[src/rtl/arduino_note_tx_if.sv]
// Signal bundle between the game control unit/datapath and the Arduino note transmitter.
interface arduino_note_tx_if;
  logic       activate_arduino;
  logic       select_mux_arduino;
  logic [3:0] nota_musica;
  logic [3:0] nota_jogador;
  logic       tx;
  logic       busy;
  logic [7:0] db_ultimo_byte;

  // Control unit / datapath side: drives note requests, observes the line.
  modport master (
    output activate_arduino,
    output select_mux_arduino,
    output nota_musica,
    output nota_jogador,
    input  tx,
    input  busy,
    input  db_ultimo_byte
  );

  // Transmitter side: consumes note requests, drives the UART line.
  modport slave (
    input  activate_arduino,
    input  select_mux_arduino,
    input  nota_musica,
    input  nota_jogador,
    output tx,
    output busy,
    output db_ultimo_byte
  );
endinterface

[src/rtl/arduino_note_tx.sv]
// 8N1 UART transmitter that sends the current note command to the Arduino
// sound board whenever the requested command byte changes.
module arduino_note_tx #(
  parameter int unsigned CLKS_PER_BIT = 5208
) (
  input  logic             clock,
  input  logic             reset,
  arduino_note_tx_if.slave bus
);

  localparam int unsigned CNT_W  = 16;
  localparam int unsigned BYTE_W = 8;
  localparam int unsigned IDX_W  = 3;
  localparam int unsigned NOTA_W = 4;

  localparam logic [CNT_W-1:0] CNT_LAST = CNT_W'(CLKS_PER_BIT - 1);
  localparam logic [IDX_W-1:0] IDX_LAST = IDX_W'(BYTE_W - 1);

  typedef enum logic [1:0] {
    OCIOSO = 2'd0,
    START  = 2'd1,
    DADOS  = 2'd2,
    STOP   = 2'd3
  } state_t;

  state_t              state_q, state_n;
  logic [CNT_W-1:0]    cnt_q, cnt_n;
  logic [IDX_W-1:0]    idx_q, idx_n;
  logic [BYTE_W-1:0]   shift_q, shift_n;
  logic [BYTE_W-1:0]   ultimo_q, ultimo_n;
  logic                tx_q, tx_n;
  logic                busy_q, busy_n;

  logic [NOTA_W-1:0]   nota_c;
  logic [BYTE_W-1:0]   cmd_c;
  logic                bit_done_c;

  // Requested command byte; silence is encoded as 8'h00.
  always_comb begin
    nota_c = bus.select_mux_arduino ? bus.nota_musica : bus.nota_jogador;
    cmd_c  = '0;
    if (bus.activate_arduino) begin
      cmd_c = {1'b1, bus.select_mux_arduino, 2'b00, nota_c};
    end
  end

  // Next-state logic; tx/busy are derived from the next state so the
  // registered line level always matches the registered state.
  always_comb begin
    state_n    = state_q;
    cnt_n      = cnt_q;
    idx_n      = idx_q;
    shift_n    = shift_q;
    ultimo_n   = ultimo_q;
    tx_n       = 1'b1;
    busy_n     = 1'b0;
    bit_done_c = (cnt_q == CNT_LAST);

    case (state_q)
      OCIOSO: begin
        if (cmd_c != ultimo_q) begin
          state_n  = START;
          shift_n  = cmd_c;
          ultimo_n = cmd_c;
          cnt_n    = '0;
          idx_n    = '0;
        end
      end
      START: begin
        if (bit_done_c) begin
          state_n = DADOS;
          cnt_n   = '0;
        end else begin
          cnt_n = cnt_q + CNT_W'(1);
        end
      end
      DADOS: begin
        if (bit_done_c) begin
          cnt_n   = '0;
          shift_n = {1'b0, shift_q[BYTE_W-1:1]};
          idx_n   = idx_q + IDX_W'(1);
          if (idx_q == IDX_LAST) begin
            state_n = STOP;
          end
        end else begin
          cnt_n = cnt_q + CNT_W'(1);
        end
      end
      STOP: begin
        // Always return to idle for at least one cycle between frames.
        if (bit_done_c) begin
          state_n = OCIOSO;
          cnt_n   = '0;
        end else begin
          cnt_n = cnt_q + CNT_W'(1);
        end
      end
      default: begin
        state_n = OCIOSO;
      end
    endcase

    case (state_n)
      START:   tx_n = 1'b0;
      DADOS:   tx_n = shift_n[0];
      default: tx_n = 1'b1;
    endcase
    busy_n = (state_n != OCIOSO);
  end

  // State and output registers; reset aborts any frame in flight.
  always_ff @(posedge clock) begin
    if (reset) begin
      state_q  <= OCIOSO;
      cnt_q    <= '0;
      idx_q    <= '0;
      shift_q  <= '0;
      ultimo_q <= '0;
      tx_q     <= 1'b1;
      busy_q   <= 1'b0;
    end else begin
      state_q  <= state_n;
      cnt_q    <= cnt_n;
      idx_q    <= idx_n;
      shift_q  <= shift_n;
      ultimo_q <= ultimo_n;
      tx_q     <= tx_n;
      busy_q   <= busy_n;
    end
  end

  assign bus.tx             = tx_q;
  assign bus.busy           = busy_q;
  assign bus.db_ultimo_byte = ultimo_q;

endmodule

[src/flat_wrapper.sv]
// flat-port wrapper written by rule: the top's interface ports become plain ports
module arduino_note_tx_flat 
#(
  parameter int unsigned CLKS_PER_BIT = 5208
)
  (clock, reset, bus_activate_arduino, bus_select_mux_arduino, bus_nota_musica, bus_nota_jogador, bus_tx, bus_busy, bus_db_ultimo_byte);
  arduino_note_tx_if bus_i ();
  input  logic clock;
  input  logic reset;
  input wire logic [$bits(bus_i.activate_arduino)-1:0] bus_activate_arduino;
  input wire logic [$bits(bus_i.select_mux_arduino)-1:0] bus_select_mux_arduino;
  input wire logic [$bits(bus_i.nota_musica)-1:0] bus_nota_musica;
  input wire logic [$bits(bus_i.nota_jogador)-1:0] bus_nota_jogador;
  output wire logic [$bits(bus_i.tx)-1:0] bus_tx;
  output wire logic [$bits(bus_i.busy)-1:0] bus_busy;
  output wire logic [$bits(bus_i.db_ultimo_byte)-1:0] bus_db_ultimo_byte;
  assign bus_i.activate_arduino = bus_activate_arduino;
  assign bus_i.select_mux_arduino = bus_select_mux_arduino;
  assign bus_i.nota_musica = bus_nota_musica;
  assign bus_i.nota_jogador = bus_nota_jogador;
  assign bus_tx = bus_i.tx;
  assign bus_busy = bus_i.busy;
  assign bus_db_ultimo_byte = bus_i.db_ultimo_byte;
  arduino_note_tx #(.CLKS_PER_BIT(CLKS_PER_BIT)) u_core (.clock(clock), .reset(reset), .bus(bus_i));
endmodule
[config.mk]
export PLATFORM = sky130hd
export DESIGN_NAME = arduino_note_tx_flat
export DESIGN_NICKNAME = d
export VERILOG_FILES = /design/src/rtl/arduino_note_tx_if.sv /design/src/rtl/arduino_note_tx.sv /design/src/flat_wrapper.sv
export SDC_FILE = /design/constraint.sdc
export NUM_CORES = 1
export LEC_CHECK = 0
export ABC_AREA = 1
export ABC_CLOCK_PERIOD_IN_PS = 3260
export BUFFER_PORTS_ARGS = -buffer_cell sky130_fd_sc_hd__buf_2
export CORE_MARGIN = 8
export CORE_UTILIZATION = 45
export DETAILED_ROUTE_END_ITERATION = 12
export MAX_ROUTING_LAYER = met4
export PLACE_DENSITY = 0.66
export SLEW_MARGIN = 20
export SYNTH_ARGS = -nofsm -noshare
export SYNTH_HDL_FRONTEND = slang
export SYNTH_SLANG_ARGS = --single-unit
[constraint.sdc]
create_clock -name clock -period 3.26 [get_ports clock]
set_input_delay 0.163 -clock clock [delete_from_list [all_inputs] [get_ports clock]]
set_output_delay 0.163 -clock clock [all_outputs]
set_load 0.05 [all_outputs]
==> results of run 1 <==
## metal layers
layer	up-vias	GRT usage, %	wire length (um)
li1	1095	-	-
met1	946	18.3	2230
met2	63	24.2	2360
met3	13	3.28	249
met4	0	5.41	81
met5	-	-	0
## where the power goes
part / total, mW / switching (mW) / internal (mW)
combinational: 0.183 / 0.133 / 0.0501
sequential: 0.488 / 0.0151 / 0.473
clock: 0.317 / 0.169 / 0.148
total: 0.988 / 0.317 / 0.671
## final timing paths
path / start / to / slack [ns] / cells after the start
worst max-delay path: u_core.cnt_q[0]$_SDFFE_PP0P_ / u_core.cnt_q[6]$_SDFFE_PP0P_ / 1.35 / 8
worst min-delay path: bus_select_mux_arduino / u_core.bus.db_ultimo_byte[6]$_SDFFE_PP0P_ / 0.30 / 3
worst max register to register: u_core.cnt_q[0]$_SDFFE_PP0P_ / u_core.cnt_q[6]$_SDFFE_PP0P_ / 1.35 / 8
worst min register to register: u_core.shift_q[5]$_SDFFE_PP0P_ / u_core.shift_q[5]$_SDFFE_PP0P_ / 0.47 / 2
## sequential cells by signal, summed over array words and instances, names as in the netlist
register	flops
u_core.bus.tx	1
u_core.bus.db_ultimo_byte	6
u_core.cnt_q	16
u_core.state_q	2
u_core.idx_q	3
u_core.shift_q	8
u_core.bus.busy	1
## cell type report
cell class                 count  area [um^2]
fill                         481         2350
clock buffer                   5         68.8
multi-input combinational    238         1170
inverter                      46          183
tap                           54         67.6
timing repair buffer          19         95.1
sequential                    37          741
clock inverter                 3         17.5
## synthesized netlist by cell type (3+ instances only)
master and n:
a21oi_1 31, buf_6 4, clkbuf_1 3, dfxtp_1 37, ha_1 3, inv_1 41
nand2_1 87, nand2_2 8, nand3_1 28, nand4_1 12, nor2_1 28, nor2_2 3
nor3_1 6, o21ai_0 8, o21ai_1 4, xor2_1 3
## kinds of logic after synthesis
group	Yosys count	synth area share, %
and+or+nand+nor	183	39.2
other	1	0.173
DFF	37	34.2
xor gates and xnor gates	3	1.21
buffers and inverters	56	12.0
AOI/OAI and AO/OA	47	11.4
adders and majority gates	3	1.73
## through the flow
step	utilization, %	hold slack [ns]	power, mW	worst slack [ns]
after global routing	49.9	0.324	1.04	1.14
after global placement	48.1	0.450	0.680	1.50
final	49.9	0.300	0.988	1.35
after CTS	49.9	0.290	0.998	1.39
after floorplan	-	0.382	0.650	1.51
after detailed placement	48.1	0.461	0.683	1.41
## worst register-to-register path, stage by stage (launching register included)
cell and delay, ns:
dfxtp_1 0.35, ha_1 0.24, nand2_1 0.10, inv_2 0.06
nand3_1 0.11, nor2_2 0.07, a21oi_1 0.54, o21ai_0 0.20
a21oi_1 0.17
==> impl_metrics.ini, run 1 <==
[outcome]
outcome = finished clean

[critical_path]
critical_path_class = flop to flop
worst_path_most_repeated_cell = a21oi_1
max_stage_delay_ns = 0.54
slowest_stage = a21oi_1
critPathBufInv = 1
path_cells = ha_1 > nand2_1 > inv_2 > nand3_1 > nor2_2 > a21oi_1 > o21ai_0 > a21oi_1
endpoint_kind = flop
worst-path-max-fanout = 9
cp_top_family = compound AO/OA/AOI/OAI gates
cp_data_required_time_ns = 3.49
cp.arrival_ns = 2.13
start_kind = flop

[cts]
cts_resized = 0
ctsHtreeMaxLevel = 2
clkLatencyLatePin_ns = 0.29
cts_max_path_buffers = 2
root_buffer = clkbuf_8
cts_buffers = 5
clkTransAtPathRegs_ns = 0.08
post-cts-setup-buffers = 0
cts_tree = done
cts.sinks = 37
holdBufCountCts = 0

[grt]
grt_antenna_before_repair = 0
grt_pass1_wl_um = 8930
first_global_vias = 1962
grt-ovfl-total = 0
track_usage_pct = 15.1
grt_max_degree = 30

[floorplanning]
die_h_um = 85.4
die_x_um = 85.4
die_area_mm2 = 0.00729
ios = 22
initial_core_util_pct = 46.1
coreArea_mm2 = 0.00469
rows = 25

[logic_synthesis]
ys_types = 32
netlist.area_leader.share_pct = 34.2
ys_ff_latch = 37
syn-cell-area_mm2 = 0.00216
synth.avg_cell_area_um2 = 6.56
syn-instance-count = 330
synth-main-ff-cell = dfxtp_1
async_flop_share_pct = 0
synth.area.top_cells = dfxtp_1, nand2_1, a21oi_1
synth_edf_count = 0
ys_seq_area_share_pct = 34.2
synth-warning-count = 0
synth_top_cell_by_area = dfxtp_1

[timing]
setup_violations = 0
max_freq_ghz = 0.525
rsz0062_at_grt = no
hold_violations = 0
setup_tns_ns = 0
drv_slew = 0
relSlewSlack_pct = 54.0
finalCritPeriodShare_pct = 58.5
min_period_ns = 1.91
finClkSkew_ns = 0.0107
tightest_slew_ns = 0.690

[route]
drt_iter0_markers = 158
first_pass_iters = 5
ant_nets = 0
drc_errors = 0
avgViaCountPerCell = 5.27
post_drt_wl_per_cell_um = 12.2
routed_wl_um = 4920
vias = 2117

[power_and_ir_drop]
power.density_mw_per_mm2 = 422
p_leak_nw = 0.998
ir_drop_v = 0.000230

[place]
dp.final_hpwl_um = 3630
dp.cells = 394
dpl-instance-area_mm2 = 0.00225
gp_congestion = 0.890
port_buffers = 19

[run]
cap_viol_max_count = 0

[cells_and_area]
fin_cells = 402
fin_nets = 362
drive_above_1_share_pct = 14.9
layout_common_cells = nand2_1, inv_1, dfxtp_1, a21oi_1
area_growth_pct = 8.15
diodes = 0
final_common_cell = nand2_1
stdcell_area_mm2 = 0.00234

[min_path]
hp-class = input port to flop
Power figures use the tool's default switching activity.
==> run 2, diff against run 1 <==
- ABC_CLOCK_PERIOD_IN_PS: 3260 -> 1500
- PLACE_DENSITY: 0.66 -> 0.68
- clock period: 3.26 -> 1.5 ns (I/O delays scaled with it)
==> impl_metrics.ini, run 2 (synthesis results as in run 1) <==
[outcome]
outcome = complete, but fails checks
violations = setup timing

[timing]
hold_violations = 0
setup_tns_ns = -0.470
drv_slew = 0
finClkSkew_ns = 0.00989
finalCritPeriodShare_pct = 106
hold_slack_ns = 0.151
setup_violations = 10
max_freq_ghz = 0.627
setup_slack_ns = -0.0943
min_period_ns = 1.59
rsz0062_at_grt = yes

[floorplanning]
die_x_um = 85.4
ios = 22
die_h_um = 85.4
rows = 25
die_area_mm2 = 0.00729
initial_core_util_pct = 46.1
coreArea_mm2 = 0.00469

[cells_and_area]
utilization_pct = 64.2
multi_input_comb_area_mm2 = 0.00142
drive_above_1_share_pct = 41.1
max_flop_register = u_core.cnt_q
area_growth_pct = 39.2
seqCellArea_um2 = 763
stdcell_area_mm2 = 0.00301
largest_reg_flops = 16
fin_cells = 451
fillCellCount = 401
final_common_cell = nand2_1
diodes = 0
fin_nets = 411
layout_common_cells = nand2_1, buf_4, inv_1, a21oi_1, dfxtp_1

[route]
routed_wl_um = 5870
vias = 2397
avgViaCountPerCell = 5.31
drt_iter0_markers = 160
first_pass_iters = 5
drc_errors = 0
ant_nets = 0
post_drt_wl_per_cell_um = 13.0

[place]
place_ws_ns = -0.151
gp_congestion = 0.913
dp.final_hpwl_um = 3840
dp.cells = 431
dpl-instance-area_mm2 = 0.00256
port_buffers = 19

[grt]
grt_antenna_before_repair = 0
first_global_vias = 2177
track_usage_pct = 16.1
grt-ovfl-total = 0
grt_max_degree = 29
grt_pass1_wl_um = 9420

[power_and_ir_drop]
power.density_mw_per_mm2 = 769
pwr-share-clk_pct = 31.6
swShare_pct = 32.9
combPwrFrac_pct = 22.4
p_switching_uw = 763
intPower_mw = 1.55
p_leak_nw = 1.32
power_mw = 2.32
ir_drop_v = 0.000554
seqPwrFrac_pct = 46.0

[run]
cap_viol_max_count = 0

[critical_path]
worst-path-max-fanout = 3
critical_path_class = flop to flop
regToRegStartpoint = u_core.cnt_q[0]$_SDFFE_PP0P_
cp_data_required_time_ns = 1.74
cp.arrival_ns = 1.83
endpoint_kind = flop
crit_start = u_core.cnt_q[0]$_SDFFE_PP0P_
start_kind = flop

[cts]
cts_buffers = 5
cts_tree = done
root_buffer = clkbuf_8
cts.sinks = 37
cts_max_path_buffers = 2
ctsHtreeMaxLevel = 2
holdBufCountCts = 0
clkLatencyLatePin_ns = 0.30
clkTransAtPathRegs_ns = 0.09

[min_path]
hp-class = input port to flop
holdCritStartpoint = reset
-- run 2: cell type report --
| type | instances | share of cell area (%) |
|---|---|---|
| multi-input combinational | 239 | 47.1 |
| inverter | 46 | 6.56 |
| timing repair inverter | 1 | 0.166 |
| clock inverter | 3 | 0.831 |
| timing repair buffer | 66 | 15.5 |
| tap | 54 | 2.24 |
| clock buffer | 5 | 2.28 |
| sequential | 37 | 25.3 |
-- run 2: final timing paths --
kind | to | slack [ns] | depth (start not counted)
worst max-delay path | u_core.cnt_q[7]$_SDFFE_PP0P_ | -0.09 | 10
worst min-delay path | u_core.cnt_q[11]$_SDFFE_PP0P_ | 0.15 | 4
worst max register to register | u_core.cnt_q[7]$_SDFFE_PP0P_ | -0.09 | 10
worst min register to register | u_core.shift_q[5]$_SDFFE_PP0P_ | 0.47 | 2
-- run 2: layer usage --
layer	part of all wire, %	track usage, %
met1	43	18.6
met2	50	26.9
met3	4.2	3.09
met4	2.7	6.37
met5	0	-
-- run 2: power groups by stage --
stage               clock network [mW]  logic [mW]  registers (mW)
finish                           0.733       0.519            1.06
global route                     0.795       0.569            1.07
CTS                              0.759       0.482            1.06
detailed placement                   0       0.459            1.09
global placement                     0       0.455            1.08
floorplan                            0       0.274            1.14
-- run 2: repair_timing --
action,4_1_cts,5_1_grt
endpoints found under the setup margin,25,36
gates resized for setup,27,57
pin swaps,17,28
setup buffers,11,2
gates cloned,0,2
-- run 2: worst max-delay path, cell delays in order (launching register included) --
cell	delay [ns]
dfxtp_2	0.37
buf_6	0.10
nand4_1	0.14
nor2_2	0.16
inv_2	0.08
nor2_4	0.15
inv_2	0.07
nor2_4	0.12
xor2_1	0.16
nand2_1	0.07
a21oi_1	0.11
==> run 3, diff against run 2 <==
--- a/config.mk
+++ b/config.mk
@@ -10,3 +10,3 @@
 export BUFFER_PORTS_ARGS = -buffer_cell sky130_fd_sc_hd__buf_2
-export CORE_MARGIN = 8
+export CORE_MARGIN = 2
 export CORE_UTILIZATION = 45
==> constraint.sdc (replaced) <==
create_clock -name clock -period 1.5 [get_ports clock]
set_input_delay 0.3 -clock clock [delete_from_list [all_inputs] [get_ports clock]]
set_output_delay 0.3 -clock clock [all_outputs]
set_load 0.05 [all_outputs]
==> impl_metrics.ini, run 3 (synthesis results as in run 1) <==
[outcome]
outcome = complete, but fails checks
violations = setup timing

[cts]
root_buffer = clkbuf_8
cts_max_path_buffers = 2
cts.sinks = 37
ctsHtreeMaxLevel = 2
holdBufCountCts = 0
clkTransAtPathRegs_ns = 0.07
cts_tree = done
clkLatencyLatePin_ns = 0.29
cts_buffers = 5

[timing]
finalCritPeriodShare_pct = 104
setup_tns_ns = -0.310
setup_slack_ns = -0.0647
drv_slew = 0
hold_slack_ns = 0.425
rsz0062_at_grt = yes
min_period_ns = 1.56
setup_violations = 10
finClkSkew_ns = 0.00420
max_freq_ghz = 0.639
hold_violations = 0

[critical_path]
max_stage_delay_ns = 0.38
r2r_slack_ns = -0.06
worst-path-max-fanout = 4
cp.arrival_ns = 1.79
slowest_stage = dfxtp_4
cp_data_required_time_ns = 1.72
endpoint_kind = flop
critical_path_class = flop to flop
path_cells = ha_4 > nand2_4 > inv_6 > nand4_1 > inv_2 > nand2_2 > nor2_2 > xor2_1 > nand2_1 > a21oi_1
start_kind = flop

[route]
met3WireLength_um = 259
drt_iter0_markers = 145
met1Wirelength_um = 2640
drc_errors = 0
wl_met2_um = 3180
highest_layer = met4
routed_wl_um = 6180
first_pass_iters = 4
avgViaCountPerCell = 5.28
post_drt_wl_per_cell_um = 13.4
vias = 2433
ant_nets = 0

[floorplanning]
initial_core_util_pct = 46.1
rows = 25
die_h_um = 73.4
die_x_um = 73.4
ios = 22
coreArea_mm2 = 0.00469
die_area_mm2 = 0.00538

[grt]
grt_pass1_wl_um = 9260
track_usage_pct = 22.7
grt-ovfl-total = 0
grt_antenna_before_repair = 0
grt_max_degree = 29
first_global_vias = 2185

[cells_and_area]
largest_reg_flops = 16
multi_input_comb_area_mm2 = 0.00150
drive_above_1_share_pct = 45.2
layout_common_cells = nand2_1, buf_4, inv_1, dfxtp_1, a21oi_1
max_flop_register = u_core.cnt_q
fillCellCount = 373
fin_nets = 422
final_common_cell = nand2_1
seqCellArea_um2 = 766
diodes = 0
area_growth_pct = 48.1

[power_and_ir_drop]
power.density_mw_per_mm2 = 741
ir_drop_v = 0.000585
p_leak_nw = 1.41

[place]
gp_congestion = 0.928
dp.final_hpwl_um = 3870
port_buffers = 19

[min_path]
hp-class = input port to flop

[run]
cap_viol_max_count = 0
==> run 3: per-layer routing <==
| layer | vias up | GRT usage [%] |
|---|---|---|
| met1 | 1143 | 27.2 |
| met4 | 0 | 7.27 |
| met2 | 61 | 38.1 |
| met5 | - | - |
| met3 | 13 | 4.53 |
| li1 | 1216 | - |
==> run 3: cell type report <==
type	instances	share of cell area, %
Multi-Input combinational cell	239	46.8
Sequential cell	37	23.9
Timing Repair Buffer	77	17.6
Inverter	46	6.25
Clock buffer	6	2.58
Tap cell	54	2.11
Timing Repair inverter	1	0.507
Clock inverter	1	0.234
==> run 3: power breakdown <==
group          switching [mW]  internal (mW)  total, mW
Clock                   0.341          0.363      0.704
Sequential             0.0389           1.03       1.07
Combinational           0.373          0.230      0.602
==> run 3: worst paths after layout <==
kind,start,to,depth (start not counted)
worst max-delay path,u_core.cnt_q[0]$_SDFFE_PP0P_,u_core.cnt_q[10]$_SDFFE_PP0P_,10
worst min-delay path,reset,u_core.idx_q[1]$_SDFFE_PP0P_,4
worst max register to register,u_core.cnt_q[0]$_SDFFE_PP0P_,u_core.cnt_q[10]$_SDFFE_PP0P_,10
worst min register to register,u_core.shift_q[5]$_SDFFE_PP0P_,u_core.shift_q[5]$_SDFFE_PP0P_,2
==> run 3: critical path: cells and delay by family (launching register included) <==
| kind | cells | cell delay [ns] |
|---|---|---|
| AOI/OAI and AO/OA | 1 | 0.11 |
| and+or+nand+nor | 5 | 0.48 |
| DFF | 1 | 0.38 |
| xor gates and xnor gates | 1 | 0.17 |
| buffers and inverters | 2 | 0.20 |
| adders and majority gates | 1 | 0.14 |
==> run 3: timing repair <==
item | CTS | global route
setup buffers | 8 | 8
setup endpoints to repair | 27 | 37
endpoints found under the hold margin | 0 | 0
cloned | 0 | 2
pin swaps | 19 | 35
resized for setup | 21 | 87
==> run 3: per-stage QoR <==
| step | power (mW) | cells | util (%) | worst slack [ns] | cell area, um^2 |
|---|---|---|---|---|---|
| floorplan | 1.42 | 331 | - | -0.00922 | 2200 |
| global placement | 1.55 | 438 | 55.7 | -0.214 | 2610 |
| detailed placement | 1.55 | 438 | 55.7 | -0.257 | 2610 |
| CTS | 2.27 | 453 | 60.4 | -0.0433 | 2840 |
| global route | 2.49 | 461 | 68.3 | -0.177 | 3210 |
| finish | 2.37 | 461 | 68.3 | -0.0647 | 3210 |
